==> config.mk <==
export PLATFORM = sky130hd
export DESIGN_NAME = dff_scan_ctrl
export DESIGN_NICKNAME = d
export VERILOG_FILES = /design/src/rtl/dff_scan_ctrl.sv
export SDC_FILE = /design/constraint.sdc
export NUM_CORES = 1
export LEC_CHECK = 0
export CORE_UTILIZATION = 50
export DETAILED_ROUTE_END_ITERATION = 12
export HOLD_SLACK_MARGIN = 0.05
export PLACE_DENSITY = 0.95
export RECOVER_POWER = 25
export SETUP_SLACK_MARGIN = 0.05
export SLEW_MARGIN = 0
export SYNTH_ARGS = -nofsm -noshare
export SYNTH_HDL_FRONTEND = slang
export SYNTH_SLANG_ARGS = --single-unit
==> constraint.sdc <==
create_clock -name CLK -period 2.5 [get_ports CLK]
set_input_delay 0.5 -clock CLK [delete_from_list [all_inputs] [get_ports CLK]]
set_output_delay 0.5 -clock CLK [all_outputs]
set_load 0.05 [all_outputs]
==> src/rtl/dff_scan_ctrl.sv <==
// Scan/configuration sequencer around a WIDTH-bit DFF bank: functional capture, parallel CAPTURE,
// serial LOAD (LSB-first) and non-destructive serial READ. READ is built only with DFF_SCAN_READBACK_EN.
module dff_scan_ctrl #(
  parameter int WIDTH = 8,
  parameter int CNT_W = 6
) (
  input  logic             CLK,
  input  logic             RST,
  input  logic             EN,
  input  logic [WIDTH-1:0] D,
  output logic [WIDTH-1:0] Q,
  input  logic             CMD_VALID,
  input  logic [1:0]       CMD,
  output logic             CMD_READY,
  input  logic             SI,
  output logic             SO,
  output logic             DONE,
  output logic [1:0]       state_dbg
);

  // Handshake: a command is taken on a posedge where CMD_VALID && CMD_READY;
  // CMD_READY is high only in IDLE and commands offered while busy are dropped, not queued.
  typedef enum logic [1:0] {
    IDLE      = 2'd0,
    SHIFT_IN  = 2'd1,
    SHIFT_OUT = 2'd2,
    FINISH    = 2'd3
  } state_t;

  localparam logic [1:0] CMD_CAPTURE = 2'b01;
  localparam logic [1:0] CMD_LOAD    = 2'b10;
`ifdef DFF_SCAN_READBACK_EN
  localparam logic [1:0] CMD_READ    = 2'b11;
`endif

  state_t           state, state_n;
  logic [CNT_W-1:0] cnt, cnt_n;
  logic [WIDTH-1:0] q_n;
  logic             accept;
  logic             last_shift;

  assign accept     = CMD_VALID && CMD_READY;
  assign last_shift = (cnt == CNT_W'(WIDTH - 1));

  always_ff @(posedge CLK) begin
    if (RST) begin
      state <= IDLE;
      cnt   <= '0;
      Q     <= '0;
    end else begin
      state <= state_n;
      cnt   <= cnt_n;
      Q     <= q_n;
    end
  end

  always_comb begin
    state_n = state;
    cnt_n   = cnt;
    q_n     = Q;
    case (state)
      IDLE: begin
        if (accept) begin
          // An accepted command (even NOP) masks the EN capture on this edge.
          case (CMD)
            CMD_CAPTURE: begin
              q_n     = D;
              state_n = FINISH;
            end
            CMD_LOAD: begin
              cnt_n   = '0;
              state_n = SHIFT_IN;
            end
`ifdef DFF_SCAN_READBACK_EN
            CMD_READ: begin
              cnt_n   = '0;
              state_n = SHIFT_OUT;
            end
`endif
            default: ;
          endcase
        end else if (EN) begin
          q_n = D;
        end
      end
      SHIFT_IN: begin
        q_n   = {SI, Q[WIDTH-1:1]};
        cnt_n = cnt + CNT_W'(1);
        if (last_shift) state_n = FINISH;
      end
`ifdef DFF_SCAN_READBACK_EN
      SHIFT_OUT: begin
        // Rotation restores the original contents after WIDTH steps.
        q_n   = {Q[0], Q[WIDTH-1:1]};
        cnt_n = cnt + CNT_W'(1);
        if (last_shift) state_n = FINISH;
      end
`endif
      FINISH:  state_n = IDLE;
      default: state_n = IDLE;
    endcase
  end

  assign CMD_READY = (state == IDLE);
  assign DONE      = (state == FINISH);
  assign state_dbg = state;

`ifdef DFF_SCAN_READBACK_EN
  assign SO = (state == SHIFT_OUT) ? Q[0] : 1'b0;
`else
  assign SO = 1'b0;
`endif

endmodule
* Yosys cells after proc, flatten, opt, wreduce, memory -nomap -nowiden *
Index checks and enable logic that the tools add are counted.

cells by class
  add/sub/neg operators = 1
  equal/unequal tests = 11
  multiplexer cells = 11
  reduce and logical (&&, ||, !) cells = 6

operator list
  cell                   count
  $mux W8                3
  $pmux W8 S2            1
  $mux W6                2
  $pmux W6 S2            1
  $reduce_and A3 Y1      3
  $pmux W2 S2            2
  $add A6 B1 Y6 const B  1
  $eq A6 B3 Y1 const B   1
  $ne A3 B2 Y1 const B   2
  $eq A2 B1 Y1 const B   2
  $eq A2 B2 Y1 const B   2
  $mux W2                2
  $ne A2 B1 Y1 const B   2
  $ne A3 B1 Y1 const B   1
  $logic_not A2 Y1       1
  $ne A2 B2 Y1 const B   1
  $reduce_bool A2 Y1     1
  $logic_and A1 B1 Y1    1

storage, ports and cells
  register bits after elaboration = 16
  input bits = 15
  output and inout bits = 13
  logic and storage cells = 32

* Depth between registers and ports, before layout *
Gate-level depths: netlist (run 1).

  word-level depth = 4
  mapped depth = 5

* Least setup slack after synthesis (run 1) *
No wires, ideal clock.

  path type = flip-flop to output port
  start = register state[1], in the netlist state_dbg[1]
  end = output port DONE
  data arrival time = 1722 ps
  setup slack = 278 ps
  stages on the path, launching flop included = 4
  path buffers = 1
  cells stage by stage = dfxtp_1 clkbuf_1 inv_1 nor2_1

on the way
  longest elaborated chain between the ends = 1

ends and longest elaborated chain
  what                    RTL line  RTL
  start, declared         36        state_t state, state_n;
  start signal, assigned  51        state <= state_n;
  $eq A2 B2 Y1            105       assign DONE = (state == FINISH);
  end, declared           17        output logic DONE,

Every way passes these cells.

* Worst setup path in the final report (run 1) *
  start = register state[1], in the netlist state_dbg[1]
  end = output port state_dbg[1]

RTL lines
  what           RTL line  RTL
  end, declared  18        output logic [1:0] state_dbg

No word-level cell between the ends.

==> metrics.txt, run 1 <==
Fillers 149; Resize count post-CTS 0; Synth area leader dfxtp_1; clock sink count 16; post-DP HPWL 1600 microns; synthesized flop and latch total 16; max cap viols 0; Slew Viols, Final 0; post-synth cell types 32; non-filler cells, final 160; Worst-path clk slew 0.09 ns; Hold Path Class flop to flop; WP buf/inv 1; worst slack, placed 0.274 ns; Worst path top cell family by delay buffers and inverters; Worst Setup End Kind output pin; Worst Slack Setup Final 0.339 ns; dpl cells 157; WL final 2140 microns; fmax 0.463 GHz; crit path cell chain clkdlybuf4s50_1; Core ar. 1760 sq um; PD cells 525 nW/um^2; Max VDD drop 0.000299 V; GPL Wtd Cong 0.865; Seq pwr share 0.444; RSZ-0062 raised after global routing no; Seq/Total Area, Yosys 0.332; mean routed wirelength per cell 13.4 microns; first-pass GRT wire length 3610 microns; min Tclk post-route 2.16 ns; synth top area cells dfxtp_1, mux2i_1, mux2_2; CP max FO 11; Arr. time, crit path 1.66 ns; final period utilization 0.865; status completed; Initial Utilization 0.546; combinational group share of total power 0.352; NetSw 232 uW; Worst-Margin Slew 0.750 ns; CTS hold repair buffers 0; PortBufs 26; diode count 0; power consumption 658 uW; clk root buf clkbuf_4; Area Growth Syn to Fin 30.1%; yosys warns 0; Clock Power Share 0.204; max incr delay on CP 0.87 ns; Cell Area, Synth 963 sq um; Slew HR 0.498; Die Ht 45.9 microns; synthesized net count 128; Min Hold Slack 0.528 ns; Sw Share 0.352; clk_lat worst skew 0.28 ns; design area 1250 sq um; I/O pin cnt 28; Clock H-tree levels 1; initial drt markers 22; most frequent cells in the layout clkdlybuf4s50_1, dfxtp_1, nor2_1; syn_area_per_cell 8.60 sq um; Internal Pwr Total 427 uW; placed standard-cell area 1240 sq um; DR pass1 iterations 5; Nets 153; share of layout cells above drive strength 1 0.126; vias per cell 5.48; leakage 0.464 nW; TNS Setup 0 ns; Critical Path Slowest Stage Cell clkdlybuf4s50_1; Setup CP Type flop to output pin; vias in the first global route 865; routed vias 877; Fin. Hold Viols 0; Setup Buffers After CTS 0; largest net degree at the start of global routing 23; CTS buffer count 3; GRT Residual Overflow 0; die width 45.9 microns; Final Core Density 0.711; WP data required 2.00 ns; most common cell after layout, fill and taps aside clkdlybuf4s50_1; Rows 15; die area 2110 sq um; initial antenna violation count 0; CTS tree built; total track usage 0.237; DRC 0; cell count after synthesis 112; endpoints failing setup 0; Setup crit start kind flop; skew final 0.00347 ns; post-synth top area share 0.332; CTS Buffer Depth 2; DRT antenna net count 0
-- final timing paths --
check / start / to / slack (ns) / cells after the start
setup / recovery: state_dbg[1]$_SDFFE_PP0P_ / state_dbg[1] / 0.34 / 1
hold / removal: cnt[1]$_SDFFE_PP0P_ / cnt[1]$_SDFFE_PP0P_ / 0.53 / 2
setup reg to reg: state_dbg[0]$_SDFFE_PP0P_ / Q[6]$_SDFFE_PP0P_ / 0.71 / 3
hold reg to reg: cnt[1]$_SDFFE_PP0P_ / cnt[1]$_SDFFE_PP0P_ / 0.53 / 2
-- logic make-up after synthesis --
logic type      count (synthesis)  synth area share
simple gates                   43             0.243
mux                            19             0.208
compound gates                 18             0.130
flops                          16             0.332
buf+inv                        13            0.0610
fa+ha+maj                       1            0.0130
other cells                     1           0.00389
xor+xnor                        1           0.00909
-- cell usage after synthesis --
cell type,instances
a211oi_1,1
o31ai_4,1
buf_2,2
mux2_2,8
a311oi_1,1
nand2b_1,1
conb_1,1
nor3b_1,1
or2_2,1
buf_4,2
nand4_1,1
and3b_1,1
o21ai_0,8
nor3_1,1
dfxtp_1,16
nand2_1,3
clkbuf_1,3
a21boi_0,1
nor2_1,15
xor2_1,1
a22oi_1,1
mux2i_1,11
a21oi_1,3
inv_1,4
nand3_1,1
nor2b_1,14
ha_1,1
a2111oi_0,2
nand3b_1,1
buf_1,2
nor4b_1,2
nand4b_1,1
-- final cells by class --
| cell class | count | area [sq um] | area share |
|---|---|---|---|
| multi-input cells | 83 | 584 | 0.466 |
| well taps | 25 | 31.3 | 0.0250 |
| repair buffers | 29 | 280 | 0.224 |
| inverters | 4 | 15.0 | 0.0120 |
| flip-flops and latches | 16 | 320 | 0.255 |
| clock buffers | 3 | 22.5 | 0.0180 |
-- routing by layer --
| metal | vias to the layer above | global-route usage | part of all wire |
|---|---|---|---|
| li1 | 431 | - | - |
| met1 | 408 | 0.258 | 0.41 |
| met2 | 34 | 0.439 | 0.52 |
| met3 | 4 | 0.0437 | 0.059 |
| met4 | 0 | 0.100 | 0.016 |
| met5 | - | 0 | 0 |
-- power groups by stage --
stage	Clock, mW	Sequential (mW)	Combinational, mW
CTS	0.136	0.292	0.235
finish	0.135	0.292	0.232
floorplan	0	0.347	0.109
detailed placement	0	0.297	0.234
global route	0.147	0.295	0.247
global placement	0	0.297	0.228
-- sequential cells by signal, indices dropped and copies added (netlist names) --
name,flops
Q,8
cnt,6
state_dbg,2
No activity file was read; power rests on OpenSTA's default activity.
==> inputs of run 2 (changes only) <==
--- a/config.mk
+++ b/config.mk
@@ -5,10 +5,11 @@
 export SDC_FILE = /design/constraint.sdc
 export NUM_CORES = 1
 export LEC_CHECK = 0
-export CORE_UTILIZATION = 50
+export ABC_AREA = 1
+export CORE_UTILIZATION = 49
 export DETAILED_ROUTE_END_ITERATION = 12
 export HOLD_SLACK_MARGIN = 0.05
-export PLACE_DENSITY = 0.95
+export PLACE_DENSITY = 0.94
 export RECOVER_POWER = 25
 export SETUP_SLACK_MARGIN = 0.05
 export SLEW_MARGIN = 0
==> metrics.txt, run 2 <==
status completed; Core ar. 1750 sq um; count leader, synth nand2_1; vias in the first global route 819; syn_area_per_cell 6.48 sq um; diode count 0; Die Ht 45.3 microns; worst hold path startpoint cnt[1]$_SDFFE_PP0P_; WL final 2110 microns; Worst Slack Setup Final 0.246 ns; Final Core Density 0.688; skew final 0.00189 ns; Initial Utilization 0.527; TNS Setup 0 ns; total track usage 0.228; Hold Path Class flop to flop; GPL Wtd Cong 0.826; routed vias 949; count of flip-flops with a built-in enable after synthesis 0; DR pass1 iterations 4; RSZ-0062 raised after global routing no; design area 1200 sq um; non-filler cells, final 193; Worst-Margin Slew 0.536 ns; initial drt markers 22; Setup CP Type flop to output pin; CTS Buffer Depth 2; CTS hold repair buffers 0; leakage 0.557 nW; Slew Viols, Final 0; cell count after synthesis 142; dpl cells 189; CP max FO 6; endpoints failing setup 0; PD cells 616 nW/um^2; most common cell after layout, fill and taps aside nand2_1; Rows 15; largest net degree at the start of global routing 17; Synth Flop Type dfxtp_1; worst reg2reg path startpoint state_dbg[1]$_SDFFE_PP0P_; GRT Residual Overflow 0; DRC 0; Resize count post-CTS 0; die area 2050 sq um; die width 45.3 microns; synthesized flop and latch total 16; CTS tree built; Cell Area, Synth 920 sq um; Nets 185; Setup Buffers After CTS 0; synth top area cells dfxtp_1, nand2_1, nor2_1; Setup crit start kind flop; post-synth cell types 18; fmax 0.444 GHz; WP data required 2.00 ns; max incr delay on CP 0.79 ns; power consumption 740 uW; placed standard-cell area 1170 sq um; Max VDD drop 0.000366 V; vias per cell 4.92; min Tclk post-route 2.25 ns; DRT antenna net count 0; synthesized net count 158; Synth area leader dfxtp_1; PortBufs 26; Min Hold Slack 0.514 ns; first-pass GRT wire length 3260 microns; crit path cell chain nand2_1 -> inv_1 -> clkdlybuf4s50_1; post-synth top area share 0.348; Post-synth ARST share 0; Critical Path Slowest Stage Cell clkdlybuf4s50_1; Area Growth Syn to Fin 30.6%; final period utilization 0.902; Arr. time, crit path 1.75 ns; Fin. Hold Viols 0; clk root buf clkbuf_4; max cap viols 0; Clock H-tree levels 1; initial antenna violation count 0; Post-synth top cells nand2_1, nor2_1, inv_1; most frequent cells in the layout nand2_1, clkdlybuf4s50_1, nor2_1; mean routed wirelength per cell 10.9 microns; Slew HR 0.642; crit path from state_dbg[1]$_SDFFE_PP0P_; CTS buffer count 3; clk_lat worst skew 0.30 ns; Biggest register Q; share of layout cells above drive strength 1 0.0893; post-DP HPWL 1580 microns; Worst Setup End Kind output pin; Largest register FFs 8; I/O pin cnt 28; yosys warns 0; worst slack, placed 0.528 ns; Worst-path clk slew 0.10 ns; Seq/Total Area, Yosys 0.348; clock sink count 16
[run 2: cell count changes in the layout (fill, tap and decap cells not counted), moves of 4 or more]
cell	before	now
nand3_1	1	10
o21ai_2	0	6
mux2_2	8	0
o21ai_0	8	1
nand2_1	3	46
nor2b_1	14	0
inv_1	4	19
nor2_1	15	21
mux2i_1	11	0
clkdlybuf4s50_1	21	25
[run 2: logic make-up (layout without fill, tap and decap cells)]
| kind of cell | count (synthesis) | count (layout) | synth area share |
|---|---|---|---|
| flops | 16 | 16 | 0.348 |
| compound gates | 15 | 15 | 0.106 |
| fa+ha+maj | 1 | 1 | 0.0136 |
| simple gates | 84 | 84 | 0.397 |
| other cells | 1 | 1 | 0.00408 |
| buf+inv | 25 | 51 | 0.131 |
[run 2: critical path, delay by kind of cell (launching register included)]
kind          cells  cell delay [ns]
buf+inv           2             0.85
flops             1             0.51
simple gates      1             0.09
[run 2: metal layers]
metal | vias to the layer above | share of wire | wire (microns) | global-route usage
met2 | 33 | 0.52 | 1100 | 0.414
li1 | 489 | - | - | -
met1 | 422 | 0.41 | 874 | 0.253
met5 | - | 0 | 0 | 0
met4 | 0 | 0.021 | 45 | 0.115
met3 | 5 | 0.045 | 96 | 0.0360
[run 2: report_power, final]
part	leakage [nW]	total [mW]	switching, mW	internal [mW]
clock	0.0210	0.180	0.0906	0.0890
sequential	0.131	0.293	0.0160	0.277
combinational	0.405	0.268	0.176	0.0921
[run 2: area by class of cell]
cell class                      count  area (sq um)
Inverter                           21          78.8
Multi-Input combinational cell    101           474
Timing Repair Buffer               26           260
Clock buffer                        4          36.3
Sequential cell                    16           320
Fill cell                         156           544
Tap cell                           25          31.3
[run 2: path summary, 6_finish.rpt]
check	endpoint	slack, ns	depth (start not counted)
worst min register to register	cnt[1]$_SDFFE_PP0P_	0.51	2
worst max register to register	Q[7]$_SDFFE_PP0P_	1.04	5
worst max-delay path	DONE	0.25	3
worst min-delay path	cnt[1]$_SDFFE_PP0P_	0.51	2
==> inputs of run 3 (changes only) <==
--- a/config.mk
+++ b/config.mk
@@ -6,10 +6,11 @@
 export NUM_CORES = 1
 export LEC_CHECK = 0
 export ABC_AREA = 1
-export CORE_UTILIZATION = 49
+export CORE_UTILIZATION = 51
+export CTS_BUF_LIST = sky130_fd_sc_hd__clkbuf_4
 export DETAILED_ROUTE_END_ITERATION = 12
 export HOLD_SLACK_MARGIN = 0.05
-export PLACE_DENSITY = 0.94
+export PLACE_DENSITY = 0.95
 export RECOVER_POWER = 25
 export SETUP_SLACK_MARGIN = 0.05
 export SLEW_MARGIN = 0
==> metrics.txt, run 3 (synthesis gave the netlist of run 2 again) <==
CTS Buffer Depth 2; vias per cell 4.94; mean routed wirelength per cell 10.0 microns; TNS Setup 0 ns; Clock H-tree levels 1; PD cells 587 nW/um^2; max incr delay on CP 0.79 ns; RSZ-0062 raised after global routing no; worst reg2reg path startpoint state_dbg[1]$_SDFFE_PP0P_; R2R Setup Slk 0.98 ns; Worst path top cell family by delay buffers and inverters; DRC 0; diode count 0; Setup CP Type flop to output pin; Worst Slack Setup Final 0.281 ns; die area 1980 sq um; Levels on crit path 3; largest net degree at the start of global routing 17; Rows 14; first-pass GRT wire length 3330 microns; post-DP HPWL 1490 microns; initial drt markers 20; most frequent cells in the layout nand2_1, clkdlybuf4s50_1, nor2_1; Fin. Hold Viols 0; Area Growth Syn to Fin 29.4%; min Tclk post-route 2.22 ns; fmax 0.451 GHz; vias in the first global route 865; WL final 1930 microns; Worst-Margin Slew 0.562 ns; WP buf/inv 2; clk root buf clkbuf_4; I/O pin cnt 28; Hold Path Class flop to flop; Max VDD drop 0.000500 V; die width 44.5 microns; GPL Wtd Cong 0.845; WP data required 2.00 ns; initial antenna violation count 0; Slew Viols, Final 0; Setup crit end DONE; routed vias 949; clk_lat worst skew 0.28 ns; crit path cell chain nand2_1 -> inv_1 -> clkdlybuf4s50_1; Worst Setup End Kind output pin; CP max FO 6; skew final 0.00153 ns; Die Ht 44.5 microns; Worst-path clk slew 0.09 ns; Critical Path Slowest Stage Cell clkdlybuf4s50_1; crit path from state_dbg[1]$_SDFFE_PP0P_; CTS buffer count 3; PortBufs 26; Largest register FFs 8; worst slack, placed 0.544 ns; Slew HR 0.624; leakage 0.552 nW; max cap viols 0; Core ar. 1590 sq um; GRT Residual Overflow 0; share of layout cells above drive strength 1 0.0833; most common cell after layout, fill and taps aside nand2_1; Biggest register Q; Setup crit start kind flop; DR pass1 iterations 4; Nets 185; Arr. time, crit path 1.72 ns; DRT antenna net count 0; status completed; Resize count post-CTS 0; CTS hold repair buffers 0; total track usage 0.227; Setup Buffers After CTS 0; Initial Utilization 0.577; final period utilization 0.887; endpoints failing setup 0; worst reg2reg path endpoint Q[4]$_SDFFE_PP0P_; CTS tree built; R2R cell count 5; clock sink count 16
==> run 3: worst min path at each step <==
stage | slack (ns) | from | end | cells after the start
3_3_place_gp | 0.49 | cnt[1]$_SDFFE_PP0P_ | cnt[1]$_SDFFE_PP0P_ | 2
5_1_grt | 0.54 | cnt[1]$_SDFFE_PP0P_ | cnt[1]$_SDFFE_PP0P_ | 2
6_report | 0.51 | Q[0]$_SDFFE_PP0P_ | Q[0]$_SDFFE_PP0P_ | 4
2_1_floorplan | 0.46 | cnt[4]$_SDFFE_PP0P_ | cnt[4]$_SDFFE_PP0P_ | 2
3_5_place_dp | 0.50 | cnt[4]$_SDFFE_PP0P_ | cnt[4]$_SDFFE_PP0P_ | 2
4_1_cts | 0.51 | cnt[4]$_SDFFE_PP0P_ | cnt[4]$_SDFFE_PP0P_ | 2
==> run 3: area by class of cell <==
class                      count  area (sq um)
multi-input combinational    101           474
clock buffer                   3          22.5
sequential                    16           320
fill                         123           404
clock inverter                 1          3.75
tap                           24          30.0
timing repair buffer          26           260
inverter                      21          78.8
==> run 3: worst min-delay path, stage by stage, from the launching register on <==
cell and delay, ns:
dfxtp_1 0.32, inv_1 0.05, nand2_1 0.04, nand2_1 0.05
nor2_1 0.03
==> run 3: stage by stage <==
step	cell area (sq um)	util	std cells	hold slack (ns)	total power, mW
3_3_place_gp	1170	0.733	188	0.494	0.560
4_1_cts	1190	0.750	192	0.512	0.705
6_report	1190	0.746	192	0.514	0.698
2_1_floorplan	920	-	142	0.461	0.491
5_1_grt	1190	0.746	192	0.541	0.741
3_5_place_dp	1170	0.733	188	0.498	0.568
==> run 3: power breakdown <==
part	leakage [nW]	internal (mW)	switching, mW
registers	0.131	0.277	0.0168
clock network	0.0154	0.0578	0.0792
logic	0.405	0.0921	0.175
total	0.552	0.427	0.271
==> run 3: routing by layer <==
metal	global-route usage	share of wire	vias up	routed length (microns)
met3	0.0490	0.056	2	108
li1	-	-	491	-
met1	0.249	0.44	417	839
met4	0.0909	0.0099	0	19
met2	0.418	0.50	39	961
met5	0	0	-	0
